==> config.mk <==
export PLATFORM = sky130hd
export DESIGN_NAME = board_tx
export DESIGN_NICKNAME = d
export VERILOG_FILES = /design/src/rtl/board_tx.sv
export SDC_FILE = /design/constraint.sdc
export NUM_CORES = 1
export LEC_CHECK = 0
export CAP_MARGIN = 20
export CORE_ASPECT_RATIO = 0.8
export CORE_UTILIZATION = 33
export DETAILED_ROUTE_END_ITERATION = 10
export PLACE_DENSITY_LB_ADDON = 0.05
export SLEW_MARGIN = 5
export SYNTH_ARGS = -nofsm -noshare
export SYNTH_HDL_FRONTEND = slang
export SYNTH_SLANG_ARGS = --single-unit
==> constraint.sdc <==
create_clock -name clk_in -period 5.8 [get_ports clk_in]
set_input_delay 1.74 -clock clk_in [delete_from_list [all_inputs] [get_ports clk_in]]
set_output_delay 1.74 -clock clk_in [all_outputs]
set_load 0.02 [all_outputs]
==> src/rtl/board_tx.sv <==
// Serialises a 9x9 board of 2-bit cells into a byte frame: header, packed payload, XOR checksum.
// Byte handshake is valid/ready; the board is snapshotted when the frame is accepted.
module board_tx #(
    parameter logic [7:0] HEADER = 8'hA5,
    parameter int         NBYTES = 21
) (
    input  logic                  clk_in,
    input  logic                  reset_n,
    input  logic                  start,
    input  logic [8:0][8:0][1:0]  board,
    input  logic                  tx_ready,
    output logic [7:0]            tx_data,
    output logic                  tx_valid,
    output logic                  busy,
    output logic                  done
);

    // state   | meaning
    // IDLE    | waiting for start; outputs quiet
    // HDR     | offering HEADER
    // PAYLOAD | offering packed payload byte idx_q
    // CSUM    | offering XOR of all payload bytes
    // FIN     | one-cycle done pulse, then back to IDLE
    typedef enum logic [2:0] {
        IDLE    = 3'd0,
        HDR     = 3'd1,
        PAYLOAD = 3'd2,
        CSUM    = 3'd3,
        FIN     = 3'd4
    } state_t;

    localparam int NCELLS = 81;
    localparam int IDX_W  = $clog2(NBYTES + 1);
    localparam int FW     = NBYTES * 8;

    state_t             state_q, state_d;
    logic [FW-1:0]      snap_q;
    logic [FW-1:0]      board_packed;
    logic [IDX_W-1:0]   idx_q, idx_d;
    logic [7:0]         csum_q, csum_d;
    logic [7:0]         cur_byte;
    logic               load;
    logic               last_byte;

    // Cell i lands at bits [2i+1:2i], so payload byte k is simply bits [8k+7:8k];
    // bits beyond the last cell stay zero.
    always_comb begin
        board_packed = '0;
        for (int i = 0; i < NCELLS; i++) begin
            if (2 * i + 1 < FW) begin
                board_packed[2*i +: 2] = board[i / 9][i % 9];
            end
        end
    end

    always_comb begin
        cur_byte = 8'h00;
        for (int j = 0; j < NBYTES; j++) begin
            if (idx_q == IDX_W'(j)) begin
                cur_byte = snap_q[8*j +: 8];
            end
        end
    end

    assign last_byte = (idx_q == IDX_W'(NBYTES - 1));

    always_comb begin
        state_d  = state_q;
        idx_d    = idx_q;
        csum_d   = csum_q;
        load     = 1'b0;
        tx_valid = 1'b0;
        busy     = 1'b0;
        done     = 1'b0;
        tx_data  = 8'h00;
        case (state_q)
            IDLE: begin
                if (start) begin
                    load    = 1'b1;
                    idx_d   = '0;
                    csum_d  = 8'h00;
                    state_d = HDR;
                end
            end
            HDR: begin
                tx_valid = 1'b1;
                busy     = 1'b1;
                tx_data  = HEADER;
                if (tx_ready) begin
                    state_d = PAYLOAD;
                end
            end
            PAYLOAD: begin
                tx_valid = 1'b1;
                busy     = 1'b1;
                tx_data  = cur_byte;
                if (tx_ready) begin
                    csum_d = csum_q ^ cur_byte;
                    idx_d  = idx_q + 1'b1;
                    if (last_byte) begin
                        state_d = CSUM;
                    end
                end
            end
            CSUM: begin
                tx_valid = 1'b1;
                busy     = 1'b1;
                tx_data  = csum_q;
                if (tx_ready) begin
                    state_d = FIN;
                end
            end
            FIN: begin
                done    = 1'b1;
                state_d = IDLE;
            end
            default: begin
                state_d = IDLE;
            end
        endcase
    end

    always_ff @(posedge clk_in or negedge reset_n) begin
        if (!reset_n) begin
            state_q <= IDLE;
            snap_q  <= '0;
            idx_q   <= '0;
            csum_q  <= 8'h00;
        end else begin
            state_q <= state_d;
            idx_q   <= idx_d;
            csum_q  <= csum_d;
            if (load) begin
                snap_q <= board_packed;
            end
        end
    end

endmodule

After elaboration in Yosys (flattened, before gate mapping). Cells that the tools add are included.

Reductions and logical operators: 6. Magnitude comparators: 0. $mul: 0. $add $sub $neg: 1. Eq/ne operators: 29. Div/mod/pow operators: 0. Muxes and demuxes: 38. Bitwise logic cells: 1. Shift-type cells: 0.

Operators with widths (count): $mux W8 (23); $eq A5 B4 Y1 const B (8); $eq A5 B5 Y1 const B (5); $pmux W8 S3 (1); $eq A5 B3 Y1 const B (4); $pmux W8 S2 (1); $mux W3 (5); $pmux W3 S4 (1); $eq A5 B2 Y1 const B (2); $mux W5 (2); $ne A2 B2 Y1 const B (5); $pmux W5 S2 (1); $xor A8 B8 Y8 (1); $eq A3 B2 Y1 const B (2); $add A5 B1 Y5 const B (1); $eq A5 B1 Y1 const B (1); $logic_not A5 Y1 (1); $reduce_and A5 Y1 (1); $mux W1 (4); $eq A3 B1 Y1 const B (1); $eq A3 B3 Y1 const B (1); $logic_not A3 Y1 (1); $reduce_and A3 Y1 (1); $reduce_or A3 Y1 (1); $reduce_bool A2 Y1 (1).

Bits in read-only memories: 0. Word-level logic and storage cells: 79. Memories: 0. Input bits: 166. Bits in writable memories: 0. Output and inout port bits: 11. Latch bits: 0. Register bits after elaboration: 178.

Longest topological paths before layout.
Word-level depth: 25. Depth in mapped cells: 12. Gate-level depth less buffers: 10.

Worst setup path after synthesis. No wires, ideal clock.

Path kind: register -> output. Start point: reg idx_q[0]. End point: out tx_data[3]. Buffers on the path: 2. Cell stages (with the launch flop): 13. Data arrival time: 2743 ps. Slack: 1317 ps. Required time: 4060 ps. Cell sequence: dfrtp_1 -> ha_1 -> clkbuf_1 -> clkbuf_1 -> and3_1 -> ha_1 -> nand2b_1 -> mux2i_1 -> o21bai_1 -> a311o_1 -> o211ai_2 -> a211oi_1 -> nor3_1.

Word-level cells in the longest chain between the ends: 23. Elaborated cells between the ends (all ways): 43. Those cells by class: eq/ne (20); mux (22); reduce/logical (1).

Ends and longest elaborated chain: start, declared (RTL line 39) `logic [IDX_W-1:0] idx_q, idx_d;`; start signal, assigned (RTL line 131) `idx_q <= idx_d;`; $logic_not A5 Y1 (RTL line 59) `if (idx_q == IDX_W'(j)) begin`; $mux W8 (20 in a row) (RTL line 59); $mux W8 (*) (RTL line 59); $pmux W8 S3 (*) (RTL line 76) `case (state_q)`; end, declared (RTL line 12) `output logic [7:0] tx_data,`.

Every way passes the cells marked *; elsewhere a longest branch is shown, timed or not.

Final worst setup path.
Start point: reg idx_q[1]. End point: out tx_data[3].

Same word-level chain as after synthesis.

==> metrics.txt <==
Worst Tran Pin Value=0.808 ns; combinational family with the most area after synthesis=simple AND/OR/NAND/NOR gates; Distinct cells, synth=just under 80; flop-to-flop setup slack=2.63 ns; clk slew on worst S/H paths=around 0.070 ns; Post-DRT Antenna Nets=0; Hold Crit Endpoint=snap_q[98]$_DFFE_PN0P_; Syn Area/Cell=between 8 and 9 um^2; grt total ovfl=0; row count=54; RSZ-0062 raised after global routing=no; First DRT Iteration DRCs=between 600 and 700; Worst Path Max Fanout=12; maxcap violations=0; drt pass-1 iters=5; clock sinks=178; Setup violations, final=0; final worst-path cycle share=0.974; Slew Viols, Final=0; num ports=177; Syn Nets=1326; Max VDD drop=0.241 mV; adder-cell share of the synthesized area=0.00666; ant diodes=0; HPWL after detailed placement=between 20000 and 25000 um; CTS tree=done; initial core utilization=0.340; hold buffer count at cts=0; register area share after synthesis=0.474; clock period minus worst slack=5.65 ns; post-synthesis mux area share=0.00746; Post-Syn Area=9400 um^2; largest cells by area after synthesis=dfrtp_1 (47%), nand2_1 (20%), o21ai_0 (2.7%), nor2_1 (2.0%), clkbuf_1 (1.9%); pin count of the biggest net entering global routing=98; drt drc=0; share of cells above drive strength 1=0.0755; hold path depth=2; die height=153 um; initial antenna violation count=0; Final nets=1470; via count=8498; status=complete, no violations; area growth from synthesis to layout=28.8%; Mapped Cells=around 1200; die area=roughly 29000 um^2; worst flop-to-flop path endpoint=csum_q[4]$_DFFE_PN0P_; WL per Instance=18.2 um; cts bufs inserted=17; asr flop ratio synth=1.00; CP startpoint kind=flip-flop; CTS H-Tree Depth=4; Post-Synth XOR/XNOR Area=0.00280; Via density=~5.1; R2R depth=12; core box area=27600 um^2; Final Wtd Congestion=0.908; Fin Clk Skew=0.00890 ns; leakage power=5.77 nW; yosys warns=0; GR Util All Layers=0.213; CP arrival=approximately 3.9 ns; Fin. Hold Viols=0; most frequent cell after synthesis=nand2_1; Root Buffer=clkbuf_16; Synth area leader=dfrtp_1; Min-Delay Startpoint=snap_q[98]$_DFFE_PN0P_; Final Worst Setup Slack=0.153 ns; top post-synthesis cells by count=nand2_1 (511), dfrtp_1 (178), o21ai_0 (50), nor2_1 (49), clkbuf_1 (48); Layout fillers=2843; vias in the first global route=8336; clk buf depth=2; first-pass GRT wire length=47500 um; Worst Setup End Kind=primary output; final WL=30500 um; Hold WC Path Type=reg -> reg; Synth top area share=0.474; Reg-to-Reg Start=idx_q[1]$_DFFE_PN0P_; CP Data Required Time=4.06 ns; Post-synth EDFFs=0; Crit Path Category=reg -> out; PD cells=464 nW/um^2; simple-gate portion of the synthesized area=0.332; port buffer count=176; worst rel slew slack=0.461; post-route setup TNS=0 ns; placed inst area=11500 um^2; FF+latch count, synth=178; Clock Latency Late Sink=0.45 ns; Placement Setup Slack=0.398 ns; f_max=between 150 and 200 MHz; top_reg_cell synth=dfrtp_1; complex-gate fraction of the synthesized area=0.131; Die W=between 150 and 200 um; cell area after layout=12100 um^2
[critical path: stages (launching register included)]
cell and delay (ns):
dfrtp_1 0.42, inv_1 0.09, ha_2 0.26, buf_4 0.22, nor3b_4 0.34, buf_4 0.18
nand3_1 0.11, a311o_1 0.34, a311o_1 0.32, o211ai_2 0.13, a211oi_1 0.12, nor3_1 0.27
clkdlybuf4s50_1 0.65
[layout by cell type, fill, tap and decap left out, drive strengths merged, types with 4 or more instances in the layout]
cell           synthesis  layout
a211o                  4       4
a211oi                11      11
a21o                   4       4
a21oi                 27      27
a221oi                 9       9
a22o                   8       8
a22oi                  5       5
a31oi                  8       8
a32o                   4       4
and3                   4       4
and4bb                 6       6
buf                   28      27
clkbuf                49      20
clkdlybuf4s50          0     173
clkinv                 1       6
clkinvlp               0       4
dfrtp                178     178
ha                     5       5
inv                   15      17
mux2i                  7       7
nand2                511     511
nand2b                 9       9
nand3                 22      22
nand4b                 4       4
nand4bb               10      10
nor2                  51      51
nor2b                 13      13
nor3                  21      21
nor3b                  6       6
nor4bb                 4       4
o211ai                10      10
o21ai                 51      51
o221ai                 4       4
o22ai                  9       9
or3                    4       4
or4                    5       5
[power breakdown]
part / switching (mW) / total, mW / internal [mW] / leakage [nW]
Sequential: 0.478 / 2.29 / 1.81 / 2.23
Combinational: 1.30 / 2.18 / 0.876 / 3.27
Clock: 0.517 / 1.14 / 0.625 / 0.275
[worst max path at each step]
stage | depth (start not counted) | start | to | slack, ns
final | 12 | idx_q[1]$_DFFE_PN0P_ | tx_data[3] | 0.15
after floorplan | 12 | idx_q[0]$_DFFE_PN0P_ | tx_data[3] | 1.32
after detailed placement | 9 | idx_q[0]$_DFFE_PN0P_ | tx_data[0] | 0.40
after CTS | 11 | idx_q[0]$_DFFE_PN0P_ | tx_data[6] | 0.03
after global routing | 11 | idx_q[0]$_DFFE_PN0P_ | tx_data[3] | 0.006
after global placement | 9 | idx_q[4]$_DFFE_PN0P_ | tx_data[0] | 0.52
[layout make-up]
| class | count | area (um^2) | share of cell area |
|---|---|---|---|
| multi-input cells | 884 | 4570 | 0.378 |
| flip-flops and latches | 178 | 4460 | 0.368 |
| well taps | 364 | 455 | 0.0376 |
| clock inverters | 12 | 106 | 0.00879 |
| clock buffers | 20 | 467 | 0.0386 |
| repair buffers | 202 | 1990 | 0.164 |
| inverters | 16 | 60.1 | 0.00496 |
[repair_timing]
| action | CTS | global route |
|---|---|---|
| setup endpoints to repair | 2 | 7 |
| gates resized for setup | 3 | 11 |
| setup buffers | 0 | 3 |
| pin swaps | 0 | 5 |
[cell families after synthesis]
family                   after synthesis
buffers and inverters                 93
AO/OA/AOI/OAI                        180
adder cells (fa/ha/maj)                5
multiplexers                           7
XOR/XNOR                               3
AND/OR/NAND/NOR                      689
flip-flops                           178
[state kept, by name, indices dropped and copies added (netlist names)]
| signal | cells |
|---|---|
| csum_q | 8 |
| idx_q | 5 |
| snap_q | 162 |
| state_q | 3 |
[through the flow]
step                utilization  hold slack (ns)  power, mW  instances
finish                    0.438            0.480       5.61       1676
global route              0.438            0.504       6.01       1676
CTS                       0.436            0.477       5.59       1673
detailed placement        0.415            0.460       4.41       1641
global placement          0.415            0.460       4.40       1641
floorplan                     -            0.437       3.52       1155
[layer usage]
metal / GRT usage / vias to the layer above / part of all wire
met3: 0.0358 / 24 / 0.057
met4: 0.0541 / 0 / 0.013
met1: 0.328 / 4047 / 0.51
li1: - / 4170 / -
met5: 0 / - / 0
met2: 0.304 / 257 / 0.42
No activity file was read; power rests on OpenSTA's default activity.
